**src/rtl/fe_pkg.sv**
```systemverilog
// Shared fetch-path definitions: sequencer states and default PC/flush settings,
// used by both the fetch sequencer and the fetch unit.
package fe_pkg;

  typedef enum logic [2:0] {
    INIT,
    FLUSH,
    RUN,
    STALL,
    REDIRECT
  } fe_state_t;

  localparam int          FE_ADDR_W       = 16;
  localparam logic [15:0] FE_RESET_VECTOR = 16'h0000;
  localparam int          FE_FLUSH_CYCLES = 2;

endpackage

```
**src/rtl/fetch_sequencer_if.sv**
```systemverilog
// Control bundle between the fetch sequencer (master) and the fetch unit/backend (slave).
interface fetch_sequencer_if;
  import fe_pkg::*;

  logic                 ir_valid;
  logic                 dec_len2;
  logic                 stall_req;
  logic                 br_taken;
  logic [FE_ADDR_W-1:0] br_target;
  logic                 pc_w;
  logic [FE_ADDR_W-1:0] pc_alu;
  logic                 pc_inc;
  logic                 pc_i2;
  logic                 pc_inv;
  logic                 hold;
  logic                 issue_valid;
  logic [7:0]           redirect_cnt;

  modport master (
    input  ir_valid, dec_len2, stall_req, br_taken, br_target,
    output pc_w, pc_alu, pc_inc, pc_i2, pc_inv, hold, issue_valid, redirect_cnt
  );

  modport slave (
    output ir_valid, dec_len2, stall_req, br_taken, br_target,
    input  pc_w, pc_alu, pc_inc, pc_i2, pc_inv, hold, issue_valid, redirect_cnt
  );

endinterface

```
**src/rtl/fetch_sequencer.sv**
```systemverilog
// Fetch sequencer: drives PC load/advance, IR invalidation and fetch hold
// through reset, branch redirects, post-load flush and backend stalls.
module fetch_sequencer
  import fe_pkg::*;
#(
  parameter logic [FE_ADDR_W-1:0] RESET_VECTOR = FE_RESET_VECTOR,
  parameter int                   FLUSH_CYCLES = FE_FLUSH_CYCLES
) (
  input  logic               clk,
  input  logic               a_rst,
  fetch_sequencer_if.master  bus
);

  localparam logic [2:0] FLUSH_LOAD = 3'(FLUSH_CYCLES);

  fe_state_t            state, state_nxt;
  logic [2:0]           flush_cnt;
  logic [FE_ADDR_W-1:0] tgt_q;
  logic [7:0]           redirect_cnt_q;

  logic pc_w, pc_inc, pc_i2, pc_inv, hold, issue;

  always_ff @(posedge clk or negedge a_rst) begin
    if (!a_rst) begin
      state          <= INIT;
      flush_cnt      <= 3'd0;
      tgt_q          <= RESET_VECTOR;
      redirect_cnt_q <= 8'h00;
    end else begin
      state <= state_nxt;
      // FLUSH is only ever entered from INIT or REDIRECT, so load on those
      if (state == INIT || state == REDIRECT)
        flush_cnt <= FLUSH_LOAD;
      else if (state == FLUSH)
        flush_cnt <= flush_cnt - 3'd1;
      if (state == RUN && issue && bus.br_taken)
        tgt_q <= bus.br_target;
      if (state == REDIRECT)
        redirect_cnt_q <= redirect_cnt_q + 8'd1;
    end
  end

  always_comb begin
    state_nxt = state;
    pc_w      = 1'b0;
    pc_inc    = 1'b0;
    pc_i2     = 1'b0;
    pc_inv    = 1'b0;
    hold      = 1'b0;
    issue     = 1'b0;
    case (state)
      INIT: begin
        pc_w      = 1'b1;
        pc_inv    = 1'b1;
        state_nxt = FLUSH;
      end
      FLUSH: begin
        pc_inv = 1'b1;
        if (flush_cnt <= 3'd1)
          state_nxt = bus.stall_req ? STALL : RUN;
      end
      RUN: begin
        issue  = bus.ir_valid & ~bus.stall_req;
        pc_inc = issue;
        pc_i2  = issue & bus.dec_len2;
        hold   = bus.stall_req;
        if (bus.stall_req)
          state_nxt = STALL;
        else if (issue && bus.br_taken)
          state_nxt = REDIRECT;
      end
      STALL: begin
        hold = 1'b1;
        if (!bus.stall_req)
          state_nxt = RUN;
      end
      REDIRECT: begin
        pc_w      = 1'b1;
        pc_inv    = 1'b1;
        state_nxt = FLUSH;
      end
      default: state_nxt = INIT;
    endcase
  end

  // tgt_q only changes on the edge into REDIRECT, so it doubles as the
  // held last-driven load value in every other state.
  assign bus.pc_alu       = (state == INIT) ? RESET_VECTOR : tgt_q;
  assign bus.pc_w         = pc_w;
  assign bus.pc_inc       = pc_inc;
  assign bus.pc_i2        = pc_i2;
  assign bus.pc_inv       = pc_inv;
  assign bus.hold         = hold;
  assign bus.issue_valid  = issue;
  assign bus.redirect_cnt = redirect_cnt_q;

endmodule

```
**src/flat_wrapper.sv**
```systemverilog
// flat-port wrapper written by rule: the top's interface ports become plain ports
module fetch_sequencer_flat import fe_pkg::*;
#(
  parameter logic [FE_ADDR_W-1:0] RESET_VECTOR = FE_RESET_VECTOR,
  parameter int                   FLUSH_CYCLES = FE_FLUSH_CYCLES
)
  (clk, a_rst, bus_ir_valid, bus_dec_len2, bus_stall_req, bus_br_taken, bus_br_target, bus_pc_w, bus_pc_alu, bus_pc_inc, bus_pc_i2, bus_pc_inv, bus_hold, bus_issue_valid, bus_redirect_cnt);
  fetch_sequencer_if bus_i ();
  input  logic clk;
  input  logic a_rst;
  input wire logic [$bits(bus_i.ir_valid)-1:0] bus_ir_valid;
  input wire logic [$bits(bus_i.dec_len2)-1:0] bus_dec_len2;
  input wire logic [$bits(bus_i.stall_req)-1:0] bus_stall_req;
  input wire logic [$bits(bus_i.br_taken)-1:0] bus_br_taken;
  input wire logic [$bits(bus_i.br_target)-1:0] bus_br_target;
  output wire logic [$bits(bus_i.pc_w)-1:0] bus_pc_w;
  output wire logic [$bits(bus_i.pc_alu)-1:0] bus_pc_alu;
  output wire logic [$bits(bus_i.pc_inc)-1:0] bus_pc_inc;
  output wire logic [$bits(bus_i.pc_i2)-1:0] bus_pc_i2;
  output wire logic [$bits(bus_i.pc_inv)-1:0] bus_pc_inv;
  output wire logic [$bits(bus_i.hold)-1:0] bus_hold;
  output wire logic [$bits(bus_i.issue_valid)-1:0] bus_issue_valid;
  output wire logic [$bits(bus_i.redirect_cnt)-1:0] bus_redirect_cnt;
  assign bus_i.ir_valid = bus_ir_valid;
  assign bus_i.dec_len2 = bus_dec_len2;
  assign bus_i.stall_req = bus_stall_req;
  assign bus_i.br_taken = bus_br_taken;
  assign bus_i.br_target = bus_br_target;
  assign bus_pc_w = bus_i.pc_w;
  assign bus_pc_alu = bus_i.pc_alu;
  assign bus_pc_inc = bus_i.pc_inc;
  assign bus_pc_i2 = bus_i.pc_i2;
  assign bus_pc_inv = bus_i.pc_inv;
  assign bus_hold = bus_i.hold;
  assign bus_issue_valid = bus_i.issue_valid;
  assign bus_redirect_cnt = bus_i.redirect_cnt;
  fetch_sequencer #(.RESET_VECTOR(RESET_VECTOR), .FLUSH_CYCLES(FLUSH_CYCLES)) u_core (.clk(clk), .a_rst(a_rst), .bus(bus_i));
endmodule
```
**config.mk**
```make
export PLATFORM = sky130hd
export DESIGN_NAME = fetch_sequencer_flat
export DESIGN_NICKNAME = d
export VERILOG_FILES = /design/src/rtl/fe_pkg.sv /design/src/rtl/fetch_sequencer_if.sv /design/src/rtl/fetch_sequencer.sv /design/src/flat_wrapper.sv
export SDC_FILE = /design/constraint.sdc
export NUM_CORES = 1
export LEC_CHECK = 0
export CAP_MARGIN = 15
export CORE_AREA = 2 2 64 66
export CTS_CLUSTER_SIZE = 10
export DETAILED_ROUTE_END_ITERATION = 10
export DIE_AREA = 0 0 66 68
export PLACE_DENSITY = 0.73
export RECOVER_POWER = 100
export SETUP_SLACK_MARGIN = 0.1
export SLEW_MARGIN = 20
export SYNTH_ARGS = -nofsm -noshare
export SYNTH_HDL_FRONTEND = slang
export SYNTH_SLANG_ARGS = --single-unit
```
**constraint.sdc**
```tcl
create_clock -name clk -period 1.7 [get_ports clk]
set_input_delay 0.34 -clock clk [delete_from_list [all_inputs] [get_ports clk]]
set_output_delay 0.34 -clock clk [all_outputs]
set_load 0.02 [all_outputs]
```
==> impl_summary.log, run 1 <==
[metrics] antenna diode count: 0
[metrics] starting density of the core: 0.376
[metrics] number of buffers on the longest clock path: 2
[metrics] clock root buffer master: sky130_fd_sc_hd__clkbuf_8
[metrics] Final WS setup: -0.122 ns
[metrics] Cells after DPL: 224
[metrics] non-filler cells in the finished layout: 244
[metrics] DRC Markers: 0
[metrics] clock skew after layout: 0.00819 ns
[metrics] Vias/cell: 4.86
[metrics] final cycle utilization of the critical path: 1.07
[metrics] number of H-tree levels: 2
[metrics] register cell area after layout: 752 um2
[metrics] class of the tightest hold or removal check: reg2reg
[metrics] final RePlAce weighted congestion: 0.720
[metrics] area of the core: around 3900 um2
[metrics] number of vias after detailed routing: 1185
[metrics] width of the chip: 66 um
[metrics] status: finished with violations
[metrics] count of clock tree sinks: 30
[metrics] Die Outline Area: 4490 um2
[metrics] minimum period implied by the final worst setup slack: 1.82 ns
[metrics] final wirelength: 3560 um
[metrics] data arrival time of the worst path: 1.48 ns
[metrics] register area share after synthesis: 0.517
[metrics] Rel. slew slack: 0.497
[metrics] mean routed wirelength per cell: 14.6 um
[metrics] clock tree from TritonCTS: built
[metrics] warnings from Yosys: 0
[metrics] multi-input gate area in the final layout: between 700 and 800 um2
[metrics] Power Total: 3.81 mW
[metrics] remaining antenna violation count after routing: 0
[metrics] average size of a mapped cell: 12.1 um2
[metrics] overall overflow remaining after global route: 0
[metrics] number of antenna violations at the first check in global routing: 0
[metrics] highest net fanout along the worst path: 7
[metrics] Post-Synthesis Net Count: between 100 and 150
[metrics] final core area utilization: 0.627
[metrics] CTS Hold Bufs: 0
[metrics] Layout Nets: 218
[metrics] worst-margin pin slew: 0.755 ns
[metrics] number of fill cells in the layout: 330
[metrics] combined global-route utilization of all metal layers: 0.149
[metrics] Final Hold Slack: 0.473 ns
[metrics] summed instance area of the synthesized netlist: around 1500 um2
[metrics] max-slew violation total from the final report: 0
[metrics] type of the worst setup path: reg2out
[metrics] WP data required: 1.36 ns
[metrics] worst-skew pair later-pin latency: between 0.2 and 0.3 ns
[metrics] I/O Pins: 52
[metrics] violations in the final reports: negative setup slack
[metrics] RSZ-0062 raised after global routing: yes
[metrics] Cells after Synth: 120
[metrics] fmax: 0.549 GHz
[metrics] share of layout cells above drive strength 1: 0.387
[metrics] Leak Pwr: 1.17 nW
[metrics] Setup violations, final: 35
[metrics] first-pass GRT wire length: 5050 um
[metrics] power density relative to cell area: 1580 nW/um2
[metrics] number of clock buffers inserted by TritonCTS: 5
[metrics] area overhead of the layout relative to synthesis: 66.6%
[metrics] maximum VDD drop: 765 uV
[metrics] final hold viol count: 0
[metrics] startpoint class of the critical path: flip-flop
[metrics] half-perimeter wire length after placement: 2240 um
[metrics] number of global-route vias before repair: approximately 1200
[metrics] register clock-pin slew on the reported worst setup and hold paths: around 0.060 ns
[metrics] Port Buffer Count: 51
[metrics] distinct cell type count after synthesis: 30
[metrics] Iteration-0 DRC Markers: 22
[metrics] maximum number of pins on one net before global-route repair: 31
[metrics] count of state elements after synthesis: 30
[metrics] Pre-antenna DRT Iters: 4
[metrics] number of rows in the core area: 23
[metrics] total of max-cap violations: 0
[metrics] die boundary height: 68 um
[metrics] Critical Path End Type: output port
## kinds of logic (layout without fill, tap and decap cells)
family,count (synthesis),in the layout,synth area share
fa+ha+maj,3,3,0.0259
flops,30,30,0.517
buf+inv,10,84,0.0414
xor+xnor,7,7,0.0422
compound gates,10,10,0.0474
mux,18,18,0.140
simple gates,42,42,0.186
## synthesized netlist by cell type, drive strengths merged
library cell	n	share of area
ha	3	0.026
inv	3	0.0078
and2b	10	0.052
clkbuf	3	0.0078
nor4b	1	0.010
a22o	2	0.012
xor2	4	0.024
o21ai	2	0.0069
nor3	2	0.0069
nor2	5	0.013
nor2b	8	0.034
a22oi	1	0.0052
xnor2	3	0.018
nand4	3	0.013
dfrtp	30	0.52
and3	3	0.013
nor3b	2	0.014
nor4	2	0.0086
buf	4	0.026
o211ai	1	0.0052
a211o	1	0.0060
o31ai	1	0.0052
mux2	18	0.14
or4b	1	0.0069
and2	1	0.0043
a21oi	2	0.0069
nand2	4	0.010
## critical path, stage by stage, from the launching register on
cell,delay (ns)
sky130_fd_sc_hd__dfrtp_1,0.42
sky130_fd_sc_hd__nor3_4,0.24
sky130_fd_sc_hd__buf_6,0.13
sky130_fd_sc_hd__buf_12,0.10
sky130_fd_sc_hd__and2b_1,0.19
sky130_fd_sc_hd__buf_6,0.13
## stage by stage
stage / setup TNS [ns] / setup slack (ns) / cell area (um2)
finish: -2.62 / -0.122 / 2420
global placement: -7.44 / -0.482 / 2100
global route: -5.38 / -0.200 / 2420
detailed placement: -8.04 / -0.514 / 2100
floorplan: 0 / 0.0890 / 1470
CTS: -1.63 / -0.127 / 2140
## registers in the layout, summed over array words and instances, names as in the netlist
signal                   count
u_core.bus.redirect_cnt      8
u_core.flush_cnt             3
u_core.state                 3
u_core.tgt_q                16
## worst paths after layout
kind | start | slack, ns | to | cells after the start
worst min register to register | u_core.bus.redirect_cnt[7] | 0.47 | u_core.bus.redirect_cnt[7] | 1
worst max register to register | u_core.state[2] | -0.08 | u_core.tgt_q[15] | 5
min in group asynchronous | a_rst | 0.66 | u_core.state[1] | 2
max in group asynchronous | a_rst | 0.52 | u_core.state[0] | 2
worst min-delay path | u_core.bus.redirect_cnt[7] | 0.47 | u_core.bus.redirect_cnt[7] | 1
worst max-delay path | u_core.state[2] | -0.12 | bus_pc_alu[6] | 5
## cell usage in the layout, fill, tap and decap left out, types with 4 or more instances in the layout
master | netlist | layout
sky130_fd_sc_hd__dfrtp_1 | 30 | 29
sky130_fd_sc_hd__nor2b_1 | 8 | 5
sky130_fd_sc_hd__mux2_1 | 9 | 7
sky130_fd_sc_hd__buf_6 | 2 | 21
sky130_fd_sc_hd__clkdlybuf4s50_1 | 0 | 19
sky130_fd_sc_hd__nand2_1 | 4 | 4
sky130_fd_sc_hd__xor2_1 | 4 | 4
sky130_fd_sc_hd__mux2_2 | 9 | 8
sky130_fd_sc_hd__and2b_1 | 10 | 10
sky130_fd_sc_hd__dlygate4sd2_1 | 0 | 9
sky130_fd_sc_hd__buf_4 | 2 | 9
sky130_fd_sc_hd__clkbuf_8 | 0 | 6
## area by class of cell
| type | instances | share of cell area |
|---|---|---|
| flip-flops and latches | 30 | 0.311 |
| repair buffers | 73 | 0.315 |
| clock buffers | 7 | 0.0357 |
| well taps | 50 | 0.0259 |
| inverters | 3 | 0.00466 |
| clock inverters | 1 | 0.00207 |
| multi-input cells | 80 | 0.306 |
## power breakdown
group | switching [mW] | leakage [nW] | internal (mW)
sequential | 0.160 | 0.376 | 0.970
clock | 0.245 | 0.0482 | 0.326
combinational | 0.955 | 0.741 | 1.16
total | 1.36 | 1.17 | 2.45
## per-layer routing
layer | vias to the layer above | GRT usage | share of wire
li1 | 561 | - | -
met1 | 588 | 0.167 | 0.40
met2 | 31 | 0.274 | 0.55
met3 | 5 | 0.0362 | 0.040
met4 | 0 | 0.0612 | 0.014
met5 | - | 0 | 0
## what timing repair did
item,CTS,global route
gates resized for setup,104,58
endpoints found under the setup margin,46,38
buffers inserted,2,6
gates cloned,1,3
pin swaps,3,4
No activity file was read; power rests on OpenSTA's default activity.
==> run 2, diff against run 1 <==
--- a/config.mk
+++ b/config.mk
@@ -5,11 +5,12 @@
 export SDC_FILE = /design/constraint.sdc
 export NUM_CORES = 1
 export LEC_CHECK = 0
+export ABC_AREA = 1
 export CAP_MARGIN = 15
-export CORE_AREA = 2 2 64 66
+export CORE_AREA = 2 2 65 67
 export CTS_CLUSTER_SIZE = 10
 export DETAILED_ROUTE_END_ITERATION = 10
-export DIE_AREA = 0 0 66 68
+export DIE_AREA = 0 0 67 69
 export PLACE_DENSITY = 0.73
 export RECOVER_POWER = 100
 export SETUP_SLACK_MARGIN = 0.1
==> run 2 against run 1 <==
  * The run still ends with negative setup slack left
  * Global-route usage rose by 0.96 points
  * Die area rose by 3.0%
  * Sequential share of layout area fell by 0.85 points
  * Clock power fell by 8.4%
  * Area after synthesis rose by 5.6%
  * Largest cell class unchanged
==> impl_summary.log, run 2 <==
[metrics] Final WS setup: -0.0572 ns
[metrics] clock root buffer master: sky130_fd_sc_hd__clkbuf_8
[metrics] register area share after synthesis: 0.490
[metrics] final core area utilization: 0.637
[metrics] Cells after Synth: 177
[metrics] number of global-route vias before repair: 1268
[metrics] count of clock tree sinks: 30
[metrics] RSZ-0062 raised after global routing: yes
[metrics] capture instance of the worst register-to-register path: u_core.tgt_q[4]
[metrics] Setup violations, final: 16
[metrics] count of state elements after synthesis: 30
[metrics] number of clock buffers inserted by TritonCTS: 5
[metrics] total of max-cap violations: 0
[metrics] class of the tightest hold or removal check: reg2reg
[metrics] startpoint class of the critical path: flip-flop
[metrics] number of vias after detailed routing: 1344
[metrics] distinct cell type count after synthesis: 27
[metrics] top cells by instance count after synthesis: 38 x sky130_fd_sc_hd__nand2_1, 31 x sky130_fd_sc_hd__inv_1, 30 x sky130_fd_sc_hd__dfrtp_1
[metrics] final hold viol count: 0
[metrics] non-filler cells in the finished layout: 307
[metrics] number of cells on the worst reg-to-reg path: 9
[metrics] most common cell after layout, fill and taps aside: sky130_fd_sc_hd__nand2_1
[metrics] overall overflow remaining after global route: 0
[metrics] most frequently used cell type in the post-synthesis netlist: sky130_fd_sc_hd__nand2_1
[metrics] maximum VDD drop: 1090 uV
[metrics] area of the core: between 3000 and 4000 um2
[metrics] first-pass GRT wire length: 5620 um
[metrics] clock tree from TritonCTS: built
[metrics] prevailing post-synth register cell: sky130_fd_sc_hd__dfrtp_1
[metrics] max-slew violation total from the final report: 0
[metrics] minimum period implied by the final worst setup slack: roughly 1.8 ns
[metrics] worst-skew pair later-pin latency: 0.28 ns
[metrics] asr flop ratio synth: 1.00
[metrics] number of antenna violations at the first check in global routing: 0
[metrics] Cells after DPL: a little under 300
[metrics] startpoint of the tightest hold check path: u_core.bus.redirect_cnt[7]
[metrics] number of buffers on the longest clock path: 2
[metrics] number of H-tree levels: 2
[metrics] highest net fanout along the worst path: 7
[metrics] half-perimeter wire length after placement: 2260 um
[metrics] remaining antenna violation count after routing: 0
[metrics] Post-synth EDFFs: 0
[metrics] area overhead of the layout relative to synthesis: 62.7%
[metrics] R2R Path Start: u_core.state[0]
[metrics] most frequent cells in the layout: 36 x sky130_fd_sc_hd__nand2_1, 30 x sky130_fd_sc_hd__inv_1, 27 x sky130_fd_sc_hd__dfrtp_1
[metrics] ranking of synthesized cells by area: sky130_fd_sc_hd__dfrtp_1 49%, sky130_fd_sc_hd__nand2_1 9.3%, sky130_fd_sc_hd__inv_1 7.6%
[metrics] number of rows in the core area: 23
[metrics] Pre-antenna DRT Iters: 4
[metrics] Cell Int Power: approximately 2.6 mW
[metrics] register clock-pin slew on the reported worst setup and hold paths: approximately 0.06 ns
[metrics] starting density of the core: 0.392
[metrics] width of the chip: ~67 um
[metrics] switching power of the nets: 1.67 mW
[metrics] clock network power share: 0.123
[metrics] r2r setup slk: between 0.2 and 0.25 ns
[metrics] combinational power share: 0.616
[metrics] Port Buffer Count: between 50 and 60
[metrics] final wirelength: between 3000 and 4000 um
[metrics] flip-flop count of the largest register, all copies and words added: 16
[metrics] status: finished with violations
[metrics] power density relative to cell area: around 1700 nW/um2
[metrics] Leak Pwr: 1.24 nW
[metrics] sequential cell fraction of total power: 0.261
[metrics] Rel. slew slack: 0.508
[metrics] WP data required: between 1 and 1.5 ns
[metrics] antenna diode count: 0
[metrics] worst-margin pin slew: 0.737 ns
[metrics] type of the worst setup path: reg2out
[metrics] final sum of negative setup slack: -0.836 ns
[metrics] worst hold path depth: 2
[metrics] Largest Register: u_core.tgt_q
[metrics] Layout Nets: 282
[metrics] data arrival time of the worst path: 1.42 ns
[metrics] share of layout cells above drive strength 1: 0.393
[metrics] Die Outline Area: 4620 um2
[metrics] I/O Pins: 52
[metrics] combined global-route utilization of all metal layers: 0.159
[metrics] final RePlAce weighted congestion: 0.697
[metrics] average size of a mapped cell: 8.66 um2
[metrics] Sw Ratio: 0.393
[metrics] violations in the final reports: negative setup slack
[metrics] fmax: 0.569 GHz
[metrics] warnings from Yosys: 0
[metrics] clock skew after layout: 0.00395 ns
[metrics] Place WS: -0.476 ns
[metrics] area share of the leading cell type in the synthesized netlist: 0.490
[metrics] Iteration-0 DRC Markers: 32
[metrics] number of fill cells in the layout: about 320
[metrics] DRC Markers: 0
[metrics] final cycle utilization of the critical path: 1.03
[metrics] fin area: 2490 um2
[metrics] Vias/cell: 4.38
[metrics] instance area at placement: 2230 um2
[metrics] cell type with the largest total area after synthesis: sky130_fd_sc_hd__dfrtp_1
[metrics] summed instance area of the synthesized netlist: 1530 um2
[metrics] Critical Path End Type: output port
[metrics] Post-Synthesis Net Count: 202
[metrics] maximum number of pins on one net before global-route repair: 31
[metrics] end point of the worst hold path: u_core.bus.redirect_cnt[7]
[metrics] mean routed wirelength per cell: about 11 um
[metrics] die boundary height: approximately 70 um
run 2: cell types whose count changed in the layout (fill, tap and decap cells not counted), moves of 4 or more:
cell,before,now
sky130_fd_sc_hd__nand3_1,0,8
sky130_fd_sc_hd__and2b_1,10,0
sky130_fd_sc_hd__inv_1,3,30
sky130_fd_sc_hd__nor2_4,2,9
sky130_fd_sc_hd__buf_4,9,23
sky130_fd_sc_hd__nand2_1,4,36
sky130_fd_sc_hd__o21ai_1,0,4
sky130_fd_sc_hd__mux2_1,7,0
sky130_fd_sc_hd__mux2_2,8,0
sky130_fd_sc_hd__nor2b_1,5,0
sky130_fd_sc_hd__o21ai_2,0,13
sky130_fd_sc_hd__nor2_2,0,10
run 2: worst max-delay path: stages (launching register included):
cell and delay (ns):
sky130_fd_sc_hd__dfrtp_2 0.42, sky130_fd_sc_hd__nor2_4 0.12, sky130_fd_sc_hd__inv_2 0.06, sky130_fd_sc_hd__nor2_4 0.12, sky130_fd_sc_hd__buf_12 0.12, sky130_fd_sc_hd__buf_12 0.12, sky130_fd_sc_hd__nor2_2 0.04, sky130_fd_sc_hd__buf_6 0.12
run 2: worst max path at each step:
stage,slack (ns),to,start
3_3_place_gp,-0.43,bus_pc_i2,bus_stall_req
5_1_grt,-0.12,bus_pc_alu[10],u_core.state[0]
4_1_cts,-0.11,bus_pc_alu[9],u_core.state[1]
2_1_floorplan,0.1,bus_pc_inc,u_core.state[0]
3_5_place_dp,-0.48,bus_pc_i2,bus_stall_req
6_report,-0.06,bus_pc_alu[6],u_core.state[0]
run 2: kinds of logic after synthesis:
kind of cell | Yosys count | share of synthesized area
simple gates | 79 | 0.237
buf+inv | 38 | 0.117
flops | 30 | 0.490
compound gates | 23 | 0.109
xor+xnor | 4 | 0.0229
fa+ha+maj | 3 | 0.0245
run 2: power by group through the flow:
stage | Clock [mW] | Combinational [mW] | Sequential [mW]
floorplan | 0 | 1.16 | 1.12
global placement | 0 | 2.13 | 1.11
detailed placement | 0 | 2.15 | 1.12
CTS | 0.544 | 2.51 | 1.11
global route | 0.577 | 2.81 | 1.14
finish | 0.522 | 2.62 | 1.11
run 2: layer usage:
metal	GRT usage	vias up	wire length [um]
met5	0	-	0
li1	-	702	-
met2	0.229	32	1550
met4	0.0612	0	42
met1	0.212	604	1450
met3	0.0653	6	225
run 2: final cells by class:
| type | count | area, um2 | share of cell area |
|---|---|---|---|
| multi-input cells | 109 | 703 | 0.282 |
| repair buffers | 78 | 768 | 0.308 |
| clock buffers | 7 | 76.3 | 0.0306 |
| flip-flops and latches | 30 | 754 | 0.303 |
| well taps | 50 | 62.6 | 0.0251 |
| inverters | 33 | 129 | 0.0517 |
run 2: timing repair:
item	CTS	global route
buffers inserted	4	4
pin swaps	3	6
hold buffers	0	0
gates cloned	1	0
resized for setup	153	20
endpoints found under the setup margin	30	22
run 2: stage by stage:
step                hold WS (ns)  total power, mW
floorplan                 0.0444             2.28
global placement           0.483             3.25
detailed placement         0.487             3.27
CTS                        0.462             4.16
global route               0.513             4.53
finish                     0.489             4.25
==> run 3, diff against run 2 <==
--- a/config.mk
+++ b/config.mk
@@ -5,12 +5,11 @@
 export SDC_FILE = /design/constraint.sdc
 export NUM_CORES = 1
 export LEC_CHECK = 0
-export ABC_AREA = 1
 export CAP_MARGIN = 15
-export CORE_AREA = 2 2 65 67
+export CORE_AREA = 2 2 64 66
 export CTS_CLUSTER_SIZE = 10
 export DETAILED_ROUTE_END_ITERATION = 10
-export DIE_AREA = 0 0 67 69
+export DIE_AREA = 0 0 66 68
 export PLACE_DENSITY = 0.73
 export RECOVER_POWER = 100
 export SETUP_SLACK_MARGIN = 0.1
==> results of run 3 <==
Same layout as run 1: the final DEF is identical, and so are final timing and power.
